`src/rtl/bus85_pkg.sv`:
```
// Shared definitions for the 8085-style bus responder: state encoding,
// register-window geometry and strobe polarities used by the core's bus side.
package bus85_pkg;

  typedef enum logic [2:0] {
    S_IDLE,
    S_ADDR,
    S_WAIT,
    S_DATA,
    S_DONE
  } state_t;

  localparam int WIN_W    = 4;
  localparam int MAX_WAIT = 15;

  localparam logic STROBE_ACT = 1'b0;
  localparam logic ALE_ACT    = 1'b1;

  function automatic logic strobe_on(input logic s_n);
    return s_n == STROBE_ACT;
  endfunction

endpackage

```
`src/rtl/bus_slave85_if.sv`:
```
// Multiplexed AD bus plus event taps seen by one bus_slave85 instance.
// BUS_SLAVE85_HOLD_EN adds the HOLD request/grant signals.
interface bus_slave85_if;
  logic [7:0]                  addrhi;
  logic [7:0]                  adin;
  logic [7:0]                  adout;
  logic                        adoe;
  logic                        ale;
  logic                        rd_n;
  logic                        wr_n;
  logic                        iom;
  logic                        ready;
  logic                        evt_wr;
  logic [bus85_pkg::WIN_W-1:0] evt_addr;
  logic [7:0]                  evt_data;
`ifdef BUS_SLAVE85_HOLD_EN
  logic                        hreq;
  logic                        hlda;
  logic                        hold;
  logic                        hgnt;
`endif

  modport master (
    output addrhi, adin, ale, rd_n, wr_n, iom,
    input  adout, adoe, ready, evt_wr, evt_addr, evt_data
`ifdef BUS_SLAVE85_HOLD_EN
    , output hreq, hlda,
    input  hold, hgnt
`endif
  );

  modport slave (
    input  addrhi, adin, ale, rd_n, wr_n, iom,
    output adout, adoe, ready, evt_wr, evt_addr, evt_data
`ifdef BUS_SLAVE85_HOLD_EN
    , input hreq, hlda,
    output hold, hgnt
`endif
  );
endinterface

```
`src/rtl/reg_file16.sv`:
```
// 16x8 register file: one synchronous write port, one async read port,
// cleared by reset.
module reg_file16
  import bus85_pkg::*;
(
  input  logic             clock,
  input  logic             reset,
  input  logic             we,
  input  logic [WIN_W-1:0] waddr,
  input  logic [7:0]       wdata,
  input  logic [WIN_W-1:0] raddr,
  output logic [7:0]       rdata
);

  logic [(1<<WIN_W)-1:0][7:0] mem_q, mem_d;

  always_comb begin
    mem_d = mem_q;
    if (we) mem_d[waddr] = wdata;
  end

  always_ff @(posedge clock or posedge reset) begin
    if (reset) mem_q <= '0;
    else       mem_q <= mem_d;
  end

  assign rdata = mem_q[raddr];

endmodule

```
`src/rtl/bus_slave85.sv`:
```
// 8085-style bus responder: ALE address latch, 16-byte window decode, READY
// wait stretching, read drive / write capture. Optional HOLD requester
// enabled by BUS_SLAVE85_HOLD_EN.
module bus_slave85
  import bus85_pkg::*;
#(
  parameter logic [7:0]  BASE_ADDR = 8'h20,
  parameter logic        IO_SPACE  = 1'b0,
  parameter int unsigned WAIT_CYC  = 1
) (
  input  logic          clock,
  input  logic          reset,
  bus_slave85_if.slave  bus
);

  localparam int unsigned WAIT_CLAMP = (WAIT_CYC > MAX_WAIT) ? MAX_WAIT : WAIT_CYC;
  localparam logic [3:0]  WAIT_LD    = WAIT_CLAMP[3:0];

  state_t           state_q, state_d;
  logic [WIN_W-1:0] idx_q, idx_d;
  logic [3:0]       cnt_q, cnt_d;
  logic             rnw_q, rnw_d;
  logic             ready_q, ready_d;
  logic             adoe_q, adoe_d;
  logic [7:0]       adout_q, adout_d;
  logic             evt_wr_q, evt_wr_d;
  logic [WIN_W-1:0] evt_addr_q, evt_addr_d;
  logic [7:0]       evt_data_q, evt_data_d;

  logic             rf_we;
  logic [7:0]       rf_rdata;
  logic             ale_on, rd_on, wr_on, sel, enter_data;

  reg_file16 u_rf (
    .clock (clock),
    .reset (reset),
    .we    (rf_we),
    .waddr (idx_q),
    .wdata (bus.adin),
    .raddr (idx_q),
    .rdata (rf_rdata)
  );

`ifdef BUS_SLAVE85_HOLD_EN
  logic hold_q, hold_d, hgnt_q, hgnt_d;

  // hold only rises from IDLE but falls as soon as the local request goes away
  always_comb begin
    hold_d = hold_q;
    if (!bus.hreq)              hold_d = 1'b0;
    else if (state_q == S_IDLE) hold_d = 1'b1;
    hgnt_d = hold_d & bus.hlda;
  end

  always_ff @(posedge clock or posedge reset) begin
    if (reset) begin
      hold_q <= 1'b0;
      hgnt_q <= 1'b0;
    end else begin
      hold_q <= hold_d;
      hgnt_q <= hgnt_d;
    end
  end

  assign bus.hold = hold_q;
  assign bus.hgnt = hgnt_q;
  assign ale_on   = (bus.ale == ALE_ACT) & ~hgnt_q;
`else
  assign ale_on   = (bus.ale == ALE_ACT);
`endif

  assign rd_on = strobe_on(bus.rd_n);
  assign wr_on = strobe_on(bus.wr_n);
  assign sel   = (bus.addrhi == BASE_ADDR) && (bus.adin[7:4] == 4'h0) && (bus.iom == IO_SPACE);

  always_comb begin
    state_d    = state_q;
    idx_d      = idx_q;
    cnt_d      = cnt_q;
    rnw_d      = rnw_q;
    ready_d    = 1'b1;
    adoe_d     = adoe_q;
    adout_d    = adout_q;
    evt_wr_d   = 1'b0;
    evt_addr_d = evt_addr_q;
    evt_data_d = evt_data_q;
    rf_we      = 1'b0;
    enter_data = 1'b0;

    unique case (state_q)
      S_IDLE: begin
        if (ale_on) begin
          idx_d = bus.adin[WIN_W-1:0];
          if (sel) state_d = S_ADDR;
        end
      end
      S_ADDR: begin
        if (ale_on) begin
          idx_d   = bus.adin[WIN_W-1:0];
          state_d = sel ? S_ADDR : S_IDLE;
        end else if (rd_on && wr_on) begin
          // contending strobes: abandon the cycle without touching the bus
          state_d = S_DONE;
        end else if (rd_on || wr_on) begin
          rnw_d = rd_on;
          if (WAIT_LD != 4'd0) begin
            state_d = S_WAIT;
            cnt_d   = WAIT_LD;
            ready_d = 1'b0;
          end else begin
            enter_data = 1'b1;
          end
        end
      end
      S_WAIT: begin
        cnt_d = cnt_q - 4'd1;
        if (cnt_q <= 4'd1) enter_data = 1'b1;
        else               ready_d    = 1'b0;
      end
      S_DATA: begin
        if (!rnw_q) begin
          rf_we      = 1'b1;
          evt_wr_d   = 1'b1;
          evt_data_d = bus.adin;
        end
        state_d = S_DONE;
      end
      S_DONE: begin
        if (!rd_on && !wr_on) begin
          state_d = S_IDLE;
          adoe_d  = 1'b0;
        end
      end
      default: state_d = S_IDLE;
    endcase

    if (enter_data) begin
      state_d    = S_DATA;
      evt_addr_d = idx_q;
      if (rnw_d) begin
        adoe_d  = 1'b1;
        adout_d = rf_rdata;
      end
    end
  end

  always_ff @(posedge clock or posedge reset) begin
    if (reset) begin
      state_q    <= S_IDLE;
      idx_q      <= '0;
      cnt_q      <= '0;
      rnw_q      <= 1'b0;
      ready_q    <= 1'b1;
      adoe_q     <= 1'b0;
      adout_q    <= '0;
      evt_wr_q   <= 1'b0;
      evt_addr_q <= '0;
      evt_data_q <= '0;
    end else begin
      state_q    <= state_d;
      idx_q      <= idx_d;
      cnt_q      <= cnt_d;
      rnw_q      <= rnw_d;
      ready_q    <= ready_d;
      adoe_q     <= adoe_d;
      adout_q    <= adout_d;
      evt_wr_q   <= evt_wr_d;
      evt_addr_q <= evt_addr_d;
      evt_data_q <= evt_data_d;
    end
  end

  assign bus.ready    = ready_q;
  assign bus.adoe     = adoe_q;
  assign bus.adout    = adout_q;
  assign bus.evt_wr   = evt_wr_q;
  assign bus.evt_addr = evt_addr_q;
  assign bus.evt_data = evt_data_q;

endmodule

```
`src/flat_wrapper.sv`:
```
// flat-port wrapper written by rule: the top's interface ports become plain ports
module bus_slave85_flat import bus85_pkg::*;
#(
  parameter logic [7:0]  BASE_ADDR = 8'h20,
  parameter logic        IO_SPACE  = 1'b0,
  parameter int unsigned WAIT_CYC  = 1
)
  (clock, reset, bus_addrhi, bus_adin, bus_ale, bus_rd_n, bus_wr_n, bus_iom, bus_adout, bus_adoe, bus_ready, bus_evt_wr, bus_evt_addr, bus_evt_data);
  bus_slave85_if bus_i ();
  input  logic clock;
  input  logic reset;
  input wire logic [$bits(bus_i.addrhi)-1:0] bus_addrhi;
  input wire logic [$bits(bus_i.adin)-1:0] bus_adin;
  input wire logic [$bits(bus_i.ale)-1:0] bus_ale;
  input wire logic [$bits(bus_i.rd_n)-1:0] bus_rd_n;
  input wire logic [$bits(bus_i.wr_n)-1:0] bus_wr_n;
  input wire logic [$bits(bus_i.iom)-1:0] bus_iom;
  output wire logic [$bits(bus_i.adout)-1:0] bus_adout;
  output wire logic [$bits(bus_i.adoe)-1:0] bus_adoe;
  output wire logic [$bits(bus_i.ready)-1:0] bus_ready;
  output wire logic [$bits(bus_i.evt_wr)-1:0] bus_evt_wr;
  output wire logic [$bits(bus_i.evt_addr)-1:0] bus_evt_addr;
  output wire logic [$bits(bus_i.evt_data)-1:0] bus_evt_data;
  assign bus_i.addrhi = bus_addrhi;
  assign bus_i.adin = bus_adin;
  assign bus_i.ale = bus_ale;
  assign bus_i.rd_n = bus_rd_n;
  assign bus_i.wr_n = bus_wr_n;
  assign bus_i.iom = bus_iom;
  assign bus_adout = bus_i.adout;
  assign bus_adoe = bus_i.adoe;
  assign bus_ready = bus_i.ready;
  assign bus_evt_wr = bus_i.evt_wr;
  assign bus_evt_addr = bus_i.evt_addr;
  assign bus_evt_data = bus_i.evt_data;
  bus_slave85 #(.BASE_ADDR(BASE_ADDR), .IO_SPACE(IO_SPACE), .WAIT_CYC(WAIT_CYC)) u_core (.clock(clock), .reset(reset), .bus(bus_i));
endmodule
```
`config.mk`:
```
export PLATFORM = sky130hd
export DESIGN_NAME = bus_slave85_flat
export DESIGN_NICKNAME = d
export VERILOG_FILES = /design/src/rtl/bus85_pkg.sv /design/src/rtl/bus_slave85_if.sv /design/src/rtl/reg_file16.sv /design/src/rtl/bus_slave85.sv /design/src/flat_wrapper.sv
export SDC_FILE = /design/constraint.sdc
export NUM_CORES = 1
export LEC_CHECK = 0
export CORE_ASPECT_RATIO = 1.75
export CORE_MARGIN = 2
export CORE_UTILIZATION = 53
export DETAILED_ROUTE_END_ITERATION = 10
export PLACE_DENSITY = 0.86
export SKIP_LAST_GASP = 1
export SYNTH_ARGS = -nofsm -noshare
export SYNTH_HDL_FRONTEND = slang
export SYNTH_SLANG_ARGS = --single-unit
export TNS_END_PERCENT = 1
```
`constraint.sdc`:
```
create_clock -name clock -period 5.3 [get_ports clock]
set_input_delay 1.325 -clock clock [delete_from_list [all_inputs] [get_ports clock]]
set_output_delay 1.325 -clock clock [all_outputs]
set_load 0.05 [all_outputs]
```
==> metrics list, run 1 <==
- The repair_antennas step left the layout with diodes totalling 0.
- Per report_power, the sequential group accounts for 43.3% of the total.
- Effective utilization at floorplan: 54.21%
* Post-Synthesis Net Count: 525
- After floorplanning, the core was divided into 56 placement rows.
- STA classifies the critical path endpoint as a flip-flop.
* Final-report max-slew violation count: 0
* Combined global-route utilization of all metal layers: 22.90%
- Clock tree synthesis found a total of 163 sinks.
- In this run the worst hold path is classified as flip-flop to flip-flop.
- Summing the sequential cell areas from Yosys gives 55.94% of the chip area.
* Height of the die: 159.2 microns
- Part of the cycle the worst path needs: 67.40%
- TritonCTS built the clock tree.
- Compound-gate portion of the synthesized area: 2.796%
* Synthesized area per cell: 14.65 sq um
- Synthesis produced 498 cells.
- The floorplan step defined a die boundary enclosing 14,750 sq um.
* Dpl hpwl: 10.52 mm
- The congestion estimate from routability-driven global placement came to 0.8167.
* Total power of the final layout: 3.147 mW
* Critical path type: input port to flip-flop
- Non-filler instance count after layout: 722
- Initial DRC Count: 277
* Worst rel slew slack: 36.17%
* Ports placed on the boundary: 45
- Most frequent cells in the layout: 161 x dfrtp_1, 144 x mux2_2, 46 x nand2_1
* Async set or reset register ratio after synthesis: 100.0%
- Setup crit start kind: input port
- # DRC: 0
- In this run the remaining antenna-violating nets after routing total 0.
- Synthesized-area fraction occupied by adder cells: 0.8578%
- The initial antenna violation count is 0.
- For the worst setup path, the data required time is 5.60 ns.
- In this run the power density over the cells is 367.5 nW/um^2.
- Arrival time reported for the critical path endpoint: 3.87 ns
- Switching power as a share of total power: 24.25%
- Post-synthesis to final-layout area growth: 17.41%
* Total vias in the final route: 4,349
- Cell Count Post-Placement: 690
- Before antenna repair, the detailed router went through 4 iterations.
* Logic gate share of total power: 11.9%
- First-pass GRT wire length: 25.94 mm
- After synthesis the cells add up to 7293 sq um.
* Chip Width: 92.68 microns
- For this run, the top clock speed supported by timing is 0.2799 GHz.
- The count of buffers added on input and output ports is 44.
- Cell internal power was estimated by the tool at 2.384 mW.
- Prevailing post-synth register cell: dfrtp_1
- Worst hold-check slack: 0.4840 ns
- Clock network fraction of design power: 44.8%
- Wirelength per Cell: 21.99 microns
- CP max stage cell: clkdlybuf4s50_1
- The worst-case IR drop observed on VDD is 0.2278 mV.
* Number of vias per cell after detailed routing: 6.024
- Placed inst area: 7874 sq um
- The floorplan step defined a core boundary enclosing 13,450 sq um.
* CTS resizes: 0
- For this run the aggregate overflow at the end of global routing stands at 0.
- Crit path setup slack, layout: 1.728 ns
- The flow ran to the end, and the final reports show no timing, DRC or antenna violations.
- Of the cells placed in the final design, the portion with a size suffix greater than 1 is 40.33%.
* Multiplexer area fraction after synthesis: 32.12%
- In this design, the stage delay of the slowest critical-path cell is 0.54 ns.
- Along the worst path, the maximum fanout reaches 9.
* Leading cell type in the layout, fill and taps excluded: dfrtp_1
* Worst-path clk slew: 0.06 ns
- Fraction of the core area covered by cells at the end of the flow: 63.65%
* Net switching power: 763.2 uW
* Max-cap viol count: 0
- Hold violation total from the final report: 0
* Post-place setup slack: 1.311 ns
- Counting distinct cell types in the post-synthesis netlist gives 43.
* Register bit total from synthesis: 163
- Warning count from the yosys run: 0
- Tmin final: 3.572 ns
- In this run the deepest clock path goes through 2 buffers.
- Actual transition at the worst max-transition pin: 0.9555 ns
- The net count of the finished layout is 562.
- Post-CTS timing repair inserted 0 buffers for setup.
- Buffers inserted to repair hold after CTS numbered 0.
- Post-Route Setup TNS: 0 ns
- Vias in the first global route: 4,894
- CP cell instances: clkdlybuf4s50_1 > inv_1 > ha_1 > or4b_4 > or4_4 > a21oi_4 > mux2_2
- Post-synth EDFFs: 0
- Clock latency on the worst-skew pair: 0.42 ns
- Cell at the root of the clock tree: clkbuf_16
- For this design the static power due to leakage is 3.750 nW.
* Synth Area in Simple Gates: 6.073%
- Total clock buffers created by CTS: 17
- Routed wire length: 15.88 mm
- Post-Synth XOR/XNOR Area: 0.2402%
- Main combinational cell family by area after synthesis: multiplexers
- Post-route design area: 8563 sq um
- Pin count of the biggest net entering global routing: 164
* Max Clock Skew: 0.008527 ns
- RSZ-0062 raised after global routing: no
- Final number of setup-violating endpoints: 0
- H-tree depth: 4
-- power groups by stage --
| stage | Clock [mW] | Combinational [mW] | Sequential (mW) |
|---|---|---|---|
| 6_report | 1.41 | 0.375 | 1.36 |
| 5_1_grt | 1.48 | 0.406 | 1.37 |
| 4_1_cts | 1.43 | 0.379 | 1.36 |
| 3_5_place_dp | 0 | 0.375 | 1.38 |
| 3_3_place_gp | 0 | 0.359 | 1.38 |
| 2_1_floorplan | 0 | 0.257 | 1.39 |
-- synthesized netlist by cell type (2+ instances only) --
library cell / instances / area [sq um]
dfrtp_1: 162 / 4054
mux2_2: 144 / 1622
nand2_1: 46 / 172.7
mux4_2: 32 / 720.7
clkbuf_1: 22 / 82.58
a22oi_1: 16 / 120.1
nor2_1: 11 / 41.29
buf_2: 6 / 30.03
inv_1: 6 / 22.52
ha_1: 5 / 62.56
nor2b_1: 5 / 31.28
nor3_1: 4 / 20.02
and2_1: 3 / 18.77
nor3b_1: 3 / 22.52
a21oi_1: 2 / 10.01
nand2b_1: 2 / 12.51
nand3_1: 2 / 10.01
nor4_1: 2 / 12.51
-- registers in the layout (all words and copies together) (netlist names) --
signal and cells:
u_core.bus.evt_data 8, u_core.bus.evt_addr 4, u_core.bus.adoe 1, u_core.bus.adout 8, u_core.u_rf.mem_q 128, u_core.bus.ready 1, u_core.rnw_q 1, u_core.state_q 3
u_core.cnt_q 4, u_core.bus.evt_wr 1, u_core.idx_q 4
-- final cells by class --
class                      count  area, sq um
fill                         965         4890
sequential                   163         4081
multi-input combinational    299         3069
timing repair buffer          47        475.5
clock buffer                  18        439.2
clock inverter                14        250.2
tap                          174        217.7
inverter                       7        30.03
-- per-layer routing --
layer	vias up	part of all wire (%)	GRT usage, %
li1	1902	-	-
met3	39	2.9	3.171
met1	2284	37	26.59
met4	0	4.0	11.16
met2	124	56	41.04
met5	-	0	0
-- cell families after synthesis --
group	Yosys count
AOI/OAI and AO/OA	27
xor gates and xnor gates	2
adders and majority gates	5
buffers and inverters	36
DFF	163
muxes	176
and+or+nand+nor	89
-- path summary, 6_finish.rpt --
| path | startpoint | end | slack (ns) | depth (start not counted) |
|---|---|---|---|---|
| max in group asynchronous | reset | u_core.u_rf.mem_q[77] | 3.13 | 3 |
| worst max-delay path | bus_rd_n | u_core.bus.adout[6] | 1.73 | 7 |
| min in group asynchronous | reset | u_core.u_rf.mem_q[120] | 1.47 | 3 |
| worst max register to register | u_core.state_q[2] | u_core.u_rf.mem_q[102] | 2.07 | 4 |
| worst min register to register | u_core.bus.adoe | u_core.bus.adoe | 0.48 | 1 |
| worst min-delay path | u_core.bus.adoe | u_core.bus.adoe | 0.48 | 1 |
-- critical path: cells and delay by family --
kind / cells / cell delay (ns)
compound gates: 1 / 0.35
simple gates: 2 / 0.98
buf+inv: 2 / 0.61
mux: 1 / 0.40
fa+ha+maj: 1 / 0.21
Power figures use the tool's default switching activity.
==> run 2: changes to the inputs <==
Settings changed: CORE_UTILIZATION 53 to 55.
Clock period 5.3 ns to 3.7 ns, I/O delays scaled along.
==> run 2 against run 1 <==
Cell count is 0.97% higher; clock power is 34% higher; critical path type unchanged; flip-flop and latch count stayed put; sequential power is 45% higher; combinational power is 49% higher; via count is 1.6% higher; total power is 40% higher; die area is 3.5% lower; clock skew is 0.00095 ns higher; worst setup slack worse by 1.1 ns; critical path depth stayed put; register-to-register slack worse by 1.0 ns.
==> metrics list, run 2 (same netlist as run 1, synthesis figures left out) <==
- The run finished with clean final reports.
* Leading cell type in the layout, fill and taps excluded: dfrtp_1
* Final number of setup-violating endpoints: 0 (unchanged)
- Element type at the critical path end: flip-flop
- The summed negative setup slack over all endpoints came to 0 ns (unchanged).
- The static leakage power is 3.780 nW (+0.81%).
- Die Footprint: 14,230 sq um (-3.5%)
- Gpl congestion: 0.8317 (+1.8%)
- Fraction of layout cells with a size suffix above 1: 41.22% (+0.89 points)
- The hold buffer count at CTS was 0 (unchanged).
- u_core.u_rf.mem_q holds more flip-flops than any other register.
* Start point of the worst min-delay path: u_core.bus.evt_data[0]
- Chip Width: 91.05 microns (-1.8%)
- The part of the total power dissipated in combinational logic came to 12.6% (+0.7 points).
* Max Clock Skew: 0.009481 ns (+0.0009542 ns)
* Worst rel slew slack: 38.26% (+2.1 points)
- The number of instances resized during post-cts repair came to 0 (unchanged).
* Total clock buffers created by CTS: 17 (unchanged)
- Effective utilization at floorplan: 56.37% (+2.2 points)
* Routed wire length: 16.93 mm (+6.6%)
* Crit-path leading delay family: simple AND/OR/NAND/NOR gates
* Actual transition at the worst max-transition pin: 0.9242 ns (-0.03130 ns)
* CP cell instances: clkdlybuf4s50_1 > inv_1 > ha_1 > or4b_4 > or4_4 > a21oi_4 > mux2_2
- The tree is rooted in a clkbuf_16.
* Pre-antenna DRT Iters: 5 (+1)
* Clock network fraction of design power: 42.8% (-2.0 points)
- Post-place setup slack: 0.1819 ns (-1.129 ns)
- The number of H-tree levels is 4 (unchanged).
* RSZ-0062 raised after global routing: no
* Worst-path clk slew: 0.07 ns (about the same)
- Reg-to-reg critical path startpoint: u_core.state_q[2]
- The antenna violation net count after detailed routing was 0 (unchanged).
- Wirelength per Cell: 23.23 microns (+5.6%)
- Antenna violations before repair: 0 (unchanged)
- Worst supply voltage drop on vdd: 0.2993 mV (+31%)
* Critical path buffers and inverters: 2 (unchanged)
* # DRC: 0 (unchanged)
* Antenna fix cells: 0 (unchanged)
* Flip-flop count of the largest register after layout: 128 (unchanged)
* Final-report max-slew violation count: 0 (unchanged)
* Global route total overflow: 0 (unchanged)
- The cell area reported after detailed placement came to 7945 sq um (+0.91%).
- Worst path required time: 4.00 ns (-1.60 ns)
- Initial DRC Count: 268 (-3.2%)
- The filler-free cell count of the finished design came to 729 (+0.97%).
- The number of buffers on the longest clock path is 2 (unchanged).
- Cell Count Post-Placement: 697 (+1.0%)
* Tmin final: 3.089 ns
- The latest clock arrival within the worst-skew pair was 0.42 ns (about the same).
* Most frequent cells in the layout: 161 x dfrtp_1, 144 x mux2_2, 46 x nand2_1
- Setup crit start kind: input port
* Max-cap viol count: 0 (unchanged)
- Vias in the first global route: 5,006 (+2.3%)
- Compared with the post-synthesis result, the final layout area differs by 17.72%.
- The pin count of the biggest net entering global routing was 97 (-41%).
- The clock net sink count is 163 (unchanged).
- The number of port buffers is 44 (unchanged).
* Combined global-route utilization of all metal layers: 25.49% (+2.6 points)
* Capturing point of the worst reg2reg path: u_core.u_rf.mem_q[93]
* Ports placed on the boundary: 45 (unchanged)
* Number of vias per cell after detailed routing: 6.063 (+0.66%)
- The path with the worst hold slack has its endpoint at u_core.bus.evt_data[0].
* Crit path max fanout: 9 (unchanged)
* Critical path type: input port to flip-flop
- The number of buffers inserted to repair setup after CTS came to 0 (unchanged).
- Number of placement rows: 55 (-1.8%)
* Peak Freq: 0.3237 GHz
- Longest individual stage delay on the worst path: 0.54 ns (about the same)
- Part of the cycle the worst path needs: 83.49%
* CP max stage cell: clkdlybuf4s50_1
- Height of the die: 156.3 microns (-1.8%)
- Depth of the worst register-to-register path: 6 (+2)
* First-pass GRT wire length: 27.18 mm (+4.8%)
* Class of the most critical hold timing path: flip-flop to flip-flop
* Clock tree from TritonCTS: yes
- The switching component of the power is 1.126 mW (+48%).
- The sequential share of power is 44.6% (+1.3 points).
- Dpl hpwl: 11.38 mm (+8.1%)
* Placeable core region: 12,940 sq um (-3.8%)
- Total vias in the final route: 4,420 (+1.6%)
- Cell count of the worst hold path: 2 (+1)
- Post-route design area: 8586 sq um (+0.26%)
- Switching power as a share of total power: 25.50% (+1.2 points)
- The setup slack after layout came to 0.6110 ns (-1.117 ns).
* Power density over cell area: 514.2 nW/um^2 (+40%)
- Internal power: 3.289 mW (+38%)
- The number of fill cells came to 896 (-7.2%).
- Worst reg-to-reg setup slack: 1.02 ns (-1.05 ns)
- Hold violation total from the final report: 0 (unchanged)
- The data arrival at the endpoint of the critical path came to 3.39 ns (-0.48 ns).
* Final net count: 572 (+1.8%)
[run 2: cell count changes in the layout (fill, tap and decap cells not counted), sizes merged]
cell	change
clkinvlp	-1
buf	+10
clkinv	+1
inv	+1
clkbuf	+1
bufinv	-2
[run 2: power groups by stage]
stage	clock network [mW]	logic, mW	registers, mW
global route	1.99	0.603	1.98
floorplan	0	0.368	1.99
finish	1.89	0.557	1.97
global placement	0	0.519	1.98
CTS	1.90	0.559	1.96
detailed placement	0	0.544	2.00
[run 2: layout make-up]
type                    count  area, sq um  share of cell area (%)
well taps                 171        214.0                   2.492
multi-input cells         299         3069                   35.75
repair buffers             57        550.5                   6.412
flip-flops and latches    163         4081                   47.54
inverters                   7        30.03                  0.3498
clock inverters            13        197.7                   2.303
clock buffers              19        442.9                   5.159
[run 2: tightest hold or removal path: stages, from the launching register on]
cell     delay (ns)
dfrtp_1        0.35
nand2_1        0.05
nand2_1        0.05
[run 2: metal layers]
metal	track usage [%]	vias up	routed length, microns
li1	-	1911	-
met1	26.56	2302	5898
met2	47.44	155	9696
met3	4.670	52	654
met4	14.57	0	684
met5	0	-	0
[run 2: worst max-delay path by stage]
| stage | startpoint | end | slack (ns) | depth (start not counted) |
|---|---|---|---|---|
| 2_1_floorplan | reset | u_core.bus.adoe | 0.71 | 1 |
| 3_3_place_gp | bus_rd_n | u_core.bus.adout[4] | 0.26 | 7 |
| 3_5_place_dp | bus_rd_n | u_core.bus.adout[1] | 0.18 | 7 |
| 4_1_cts | bus_rd_n | u_core.bus.adout[1] | 0.61 | 7 |
| 5_1_grt | bus_rd_n | u_core.bus.adout[7] | 0.55 | 7 |
| 6_report | bus_rd_n | u_core.bus.adout[1] | 0.61 | 7 |
[run 2: metrics by stage]
step / hold slack, ns / utilization [%] / power (mW)
2_1_floorplan: 0.4739 / - / 2.354
3_3_place_gp: 0.4624 / 61.41 / 2.500
3_5_place_dp: 0.4705 / 61.41 / 2.539
4_1_cts: 0.4866 / 66.36 / 4.427
5_1_grt: 0.5073 / 66.36 / 4.566
6_report: 0.4833 / 66.36 / 4.415
==> run 3: changes to the inputs <==
Settings changed: CORE_UTILIZATION 55 to 53.
Clock period 3.7 ns to 2.8 ns, I/O delays scaled along.
==> run 3 against run 2 <==
Combinational power rose by 36%; register-to-register slack got worse by 0.66 ns; first-iteration DRC count rose by 12%.
==> metrics list, run 3 (same netlist as run 1, synthesis figures left out) <==
* Count of buffers from port buffering: 44 (unchanged)
* Setup crit start kind: input port
- The number of buffers created by CTS is 17 (unchanged).
- Fraction of layout cells with a size suffix above 1: 42.96% (+1.7 points)
- Total power of the final layout: 5.530 mW (+25%)
* Global route total overflow: 0 (unchanged)
- The post-detailed-route via-to-cell ratio came to 5.964 (-1.6%).
- The number of buffers inserted to repair setup after CTS came to 0 (unchanged).
* Dpl hpwl: 11.35 mm (-0.26%)
* Element type at the critical path end: flip-flop
- The total iterations of the first detailed-routing run came to 4 (-1).
- Crit path max fanout: 5 (-4)
* Ports placed on the boundary: 45 (unchanged)
- The pin count of the biggest net entering global routing was 90 (-7.2%).
- Peak Freq: 0.3812 GHz
- The total inserted antenna cells is 0 (unchanged).
* Worst rel slew slack: 42.93% (+4.7 points)
- The flow ran to the end, and the final reports show no timing, DRC or antenna violations.
- The placeable core area came to 13,450 sq um (+4.0%).
- Worst path required time: 3.10 ns (-0.90 ns)
- CTS sink count: 163 (unchanged)
- Vias in the first global route: 5,061 (+1.1%)
- CTS resizes: 0 (unchanged)
* Routed Antenna Nets: 0 (unchanged)
* Final-report max-slew violation count: 0 (unchanged)
- Max-cap viol count: 0 (unchanged)
- Combined global-route utilization of all metal layers: 24.13% (-1.4 points)
- Final net count: 589 (+3.0%)
* RSZ-0062 raised after global routing: no
- The data arrival at the endpoint of the critical path is 2.93 ns (-0.46 ns).
- Wirelength per Cell: 22.15 microns (-4.6%)
- Effective utilization at floorplan: 54.21% (-2.2 points)
* Cell at the root of the clock tree: clkbuf_16
- The routability congestion estimate came to 0.8016 (-3.6%).
* # DRC: 0 (unchanged)
* Buffers from clock root to sink, at most: 2 (unchanged)
- Most frequent cells in the layout: 161 x dfrtp_1, 139 x mux2_2, 46 x nand2_1
- By startpoint and endpoint, the worst setup path is classified as input port to flip-flop.
- The maximum vdd ir drop was 0.4499 mV (+50%).
* Clock tree from TritonCTS: yes
- The static leakage power is 3.850 nW (+1.8%).
* Max Clock Skew: 0.006086 ns (-0.003394 ns)
- The number of fill cells came to 937 (+4.6%).
* Longest individual stage delay on the worst path: 0.60 ns (+0.06 ns)
- Chip Width: 92.68 microns (+1.8%)
* Leading cell type in the layout, fill and taps excluded: dfrtp_1
- The die extent in y was 159.2 microns (+1.8%).
* Post-synthesis to final-layout area growth: 19.15%
- The largest individual stage delay along the critical path comes from the cell or4_4.
- Power density over cell area: 636.4 nW/um^2 (+24%)
- The global-route wire length before repair came to 26.91 mm (-0.99%).
* Number of placement rows: 56 (+1.8%)
* H-tree depth: 4 (unchanged)
- The hold buffer count at CTS was 0 (unchanged).
- Class of the most critical hold timing path: flip-flop to flip-flop
- The number of DRC markers after the initial detailed-route iteration was 301 (+12%).
- Walking the worst path, the cells encountered are clkdlybuf4s50_1 > or4b_4 > or4_4 > a21oi_4 > mux2_4.
* Clock latency on the worst-skew pair: 0.42 ns (about the same)
* Hold violation total from the final report: 0 (unchanged)
- Of the available clock period, the critical path in the final layout requires 93.69%.
- Worst reg-to-reg setup slack: 0.36 ns (-0.66 ns)
- More flip-flops sit in one register than any other, and that register is u_core.u_rf.mem_q.
- The total via count in the routed design came to 4,467 (+1.1%).
- Routed wire length: 16.59 mm (-2.0%)
- The full die area is 14,750 sq um (+3.6%).
- Flip-flop count of the largest register after layout: 128 (unchanged)
- Actual transition at the worst max-transition pin: 0.8523 ns (-0.07190 ns)
- The clock-pin slew of the registers on the worst-case setup and hold paths was 0.06 ns (about the same).
- The count of endpoints failing setup in the final report is 0 (unchanged).
- For the finished layout, the period the worst path requires is 2.623 ns.
- The initial antenna violation count was 0 (unchanged).
* Post-Route Setup TNS: 0 ns (unchanged)
==> run 3: changes by cell type in the layout (fill, tap and decap cells not counted), moves of 2 or more <==
| cell | change |
|---|---|
| mux2_2 | -5 |
| mux2_4 | +5 |
| bufinv_16 | -4 |
| inv_6 | -2 |
| buf_4 | +14 |
| clkbuf_8 | +3 |
| clkdlybuf4s50_1 | -2 |
| buf_12 | +2 |
| dlymetal6s2s_1 | +2 |
==> run 3: layout make-up <==
type	instances	area, sq um	share of cell area [%]
flip-flops and latches	163	4081	46.97
multi-input cells	300	3099	35.67
repair buffers	73	700.7	8.063
clock buffers	23	488.0	5.616
well taps	174	217.7	2.505
clock inverters	9	72.57	0.8351
inverters	7	30.03	0.3456
==> run 3: power by group <==
group / switching, mW / internal [mW] / total, mW
Clock: 0.946 / 1.24 / 2.18
Sequential: 0.118 / 2.47 / 2.59
Combinational: 0.390 / 0.368 / 0.757
Total: 1.45 / 4.08 / 5.53
==> run 3: per-stage QoR <==
step / hold slack [ns] / utilization (%) / std cells / cell area (sq um) / setup slack (ns)
after floorplan: 0.4739 / - / 498 / 7297 / 0.03001
after detailed placement: 0.4689 / 60.17 / 716 / 8094 / -0.4392
after CTS: 0.4933 / 64.33 / 748 / 8655 / 0.007484
final: 0.4870 / 64.59 / 749 / 8690 / 0.1766
after global routing: 0.5160 / 64.59 / 749 / 8690 / 0.1649
after global placement: 0.4662 / 60.17 / 716 / 8094 / -0.3612
==> run 3: worst paths after layout <==
check                                            start                      to  cells past startpoint
worst min register to register  u_core.bus.evt_data[0]  u_core.bus.evt_data[0]                      2
worst max-delay path                           bus_ale     u_core.bus.adout[4]                      5
worst max register to register       u_core.state_q[1]     u_core.bus.adout[4]                      4
max in group asynchronous                        reset  u_core.u_rf.mem_q[125]                      3
min in group asynchronous                        reset   u_core.u_rf.mem_q[75]                      2
worst min-delay path            u_core.bus.evt_data[0]  u_core.bus.evt_data[0]                      2
==> run 3: worst max-delay path: cells and delay by family <==
kind / cells / cell delay (ns)
buffers and inverters: 1 / 0.43
AND/OR/NAND/NOR: 2 / 1.13
multiplexers: 1 / 0.34
AO/OA/AOI/OAI: 1 / 0.33
==> run 3: routing by layer <==
metal	vias up	track usage [%]	part of all wire, %
li1	1952	-	-
met1	2345	26.74	37
met2	127	43.26	56
met3	43	4.117	3.1
met4	0	13.24	4.2
met5	-	0	0
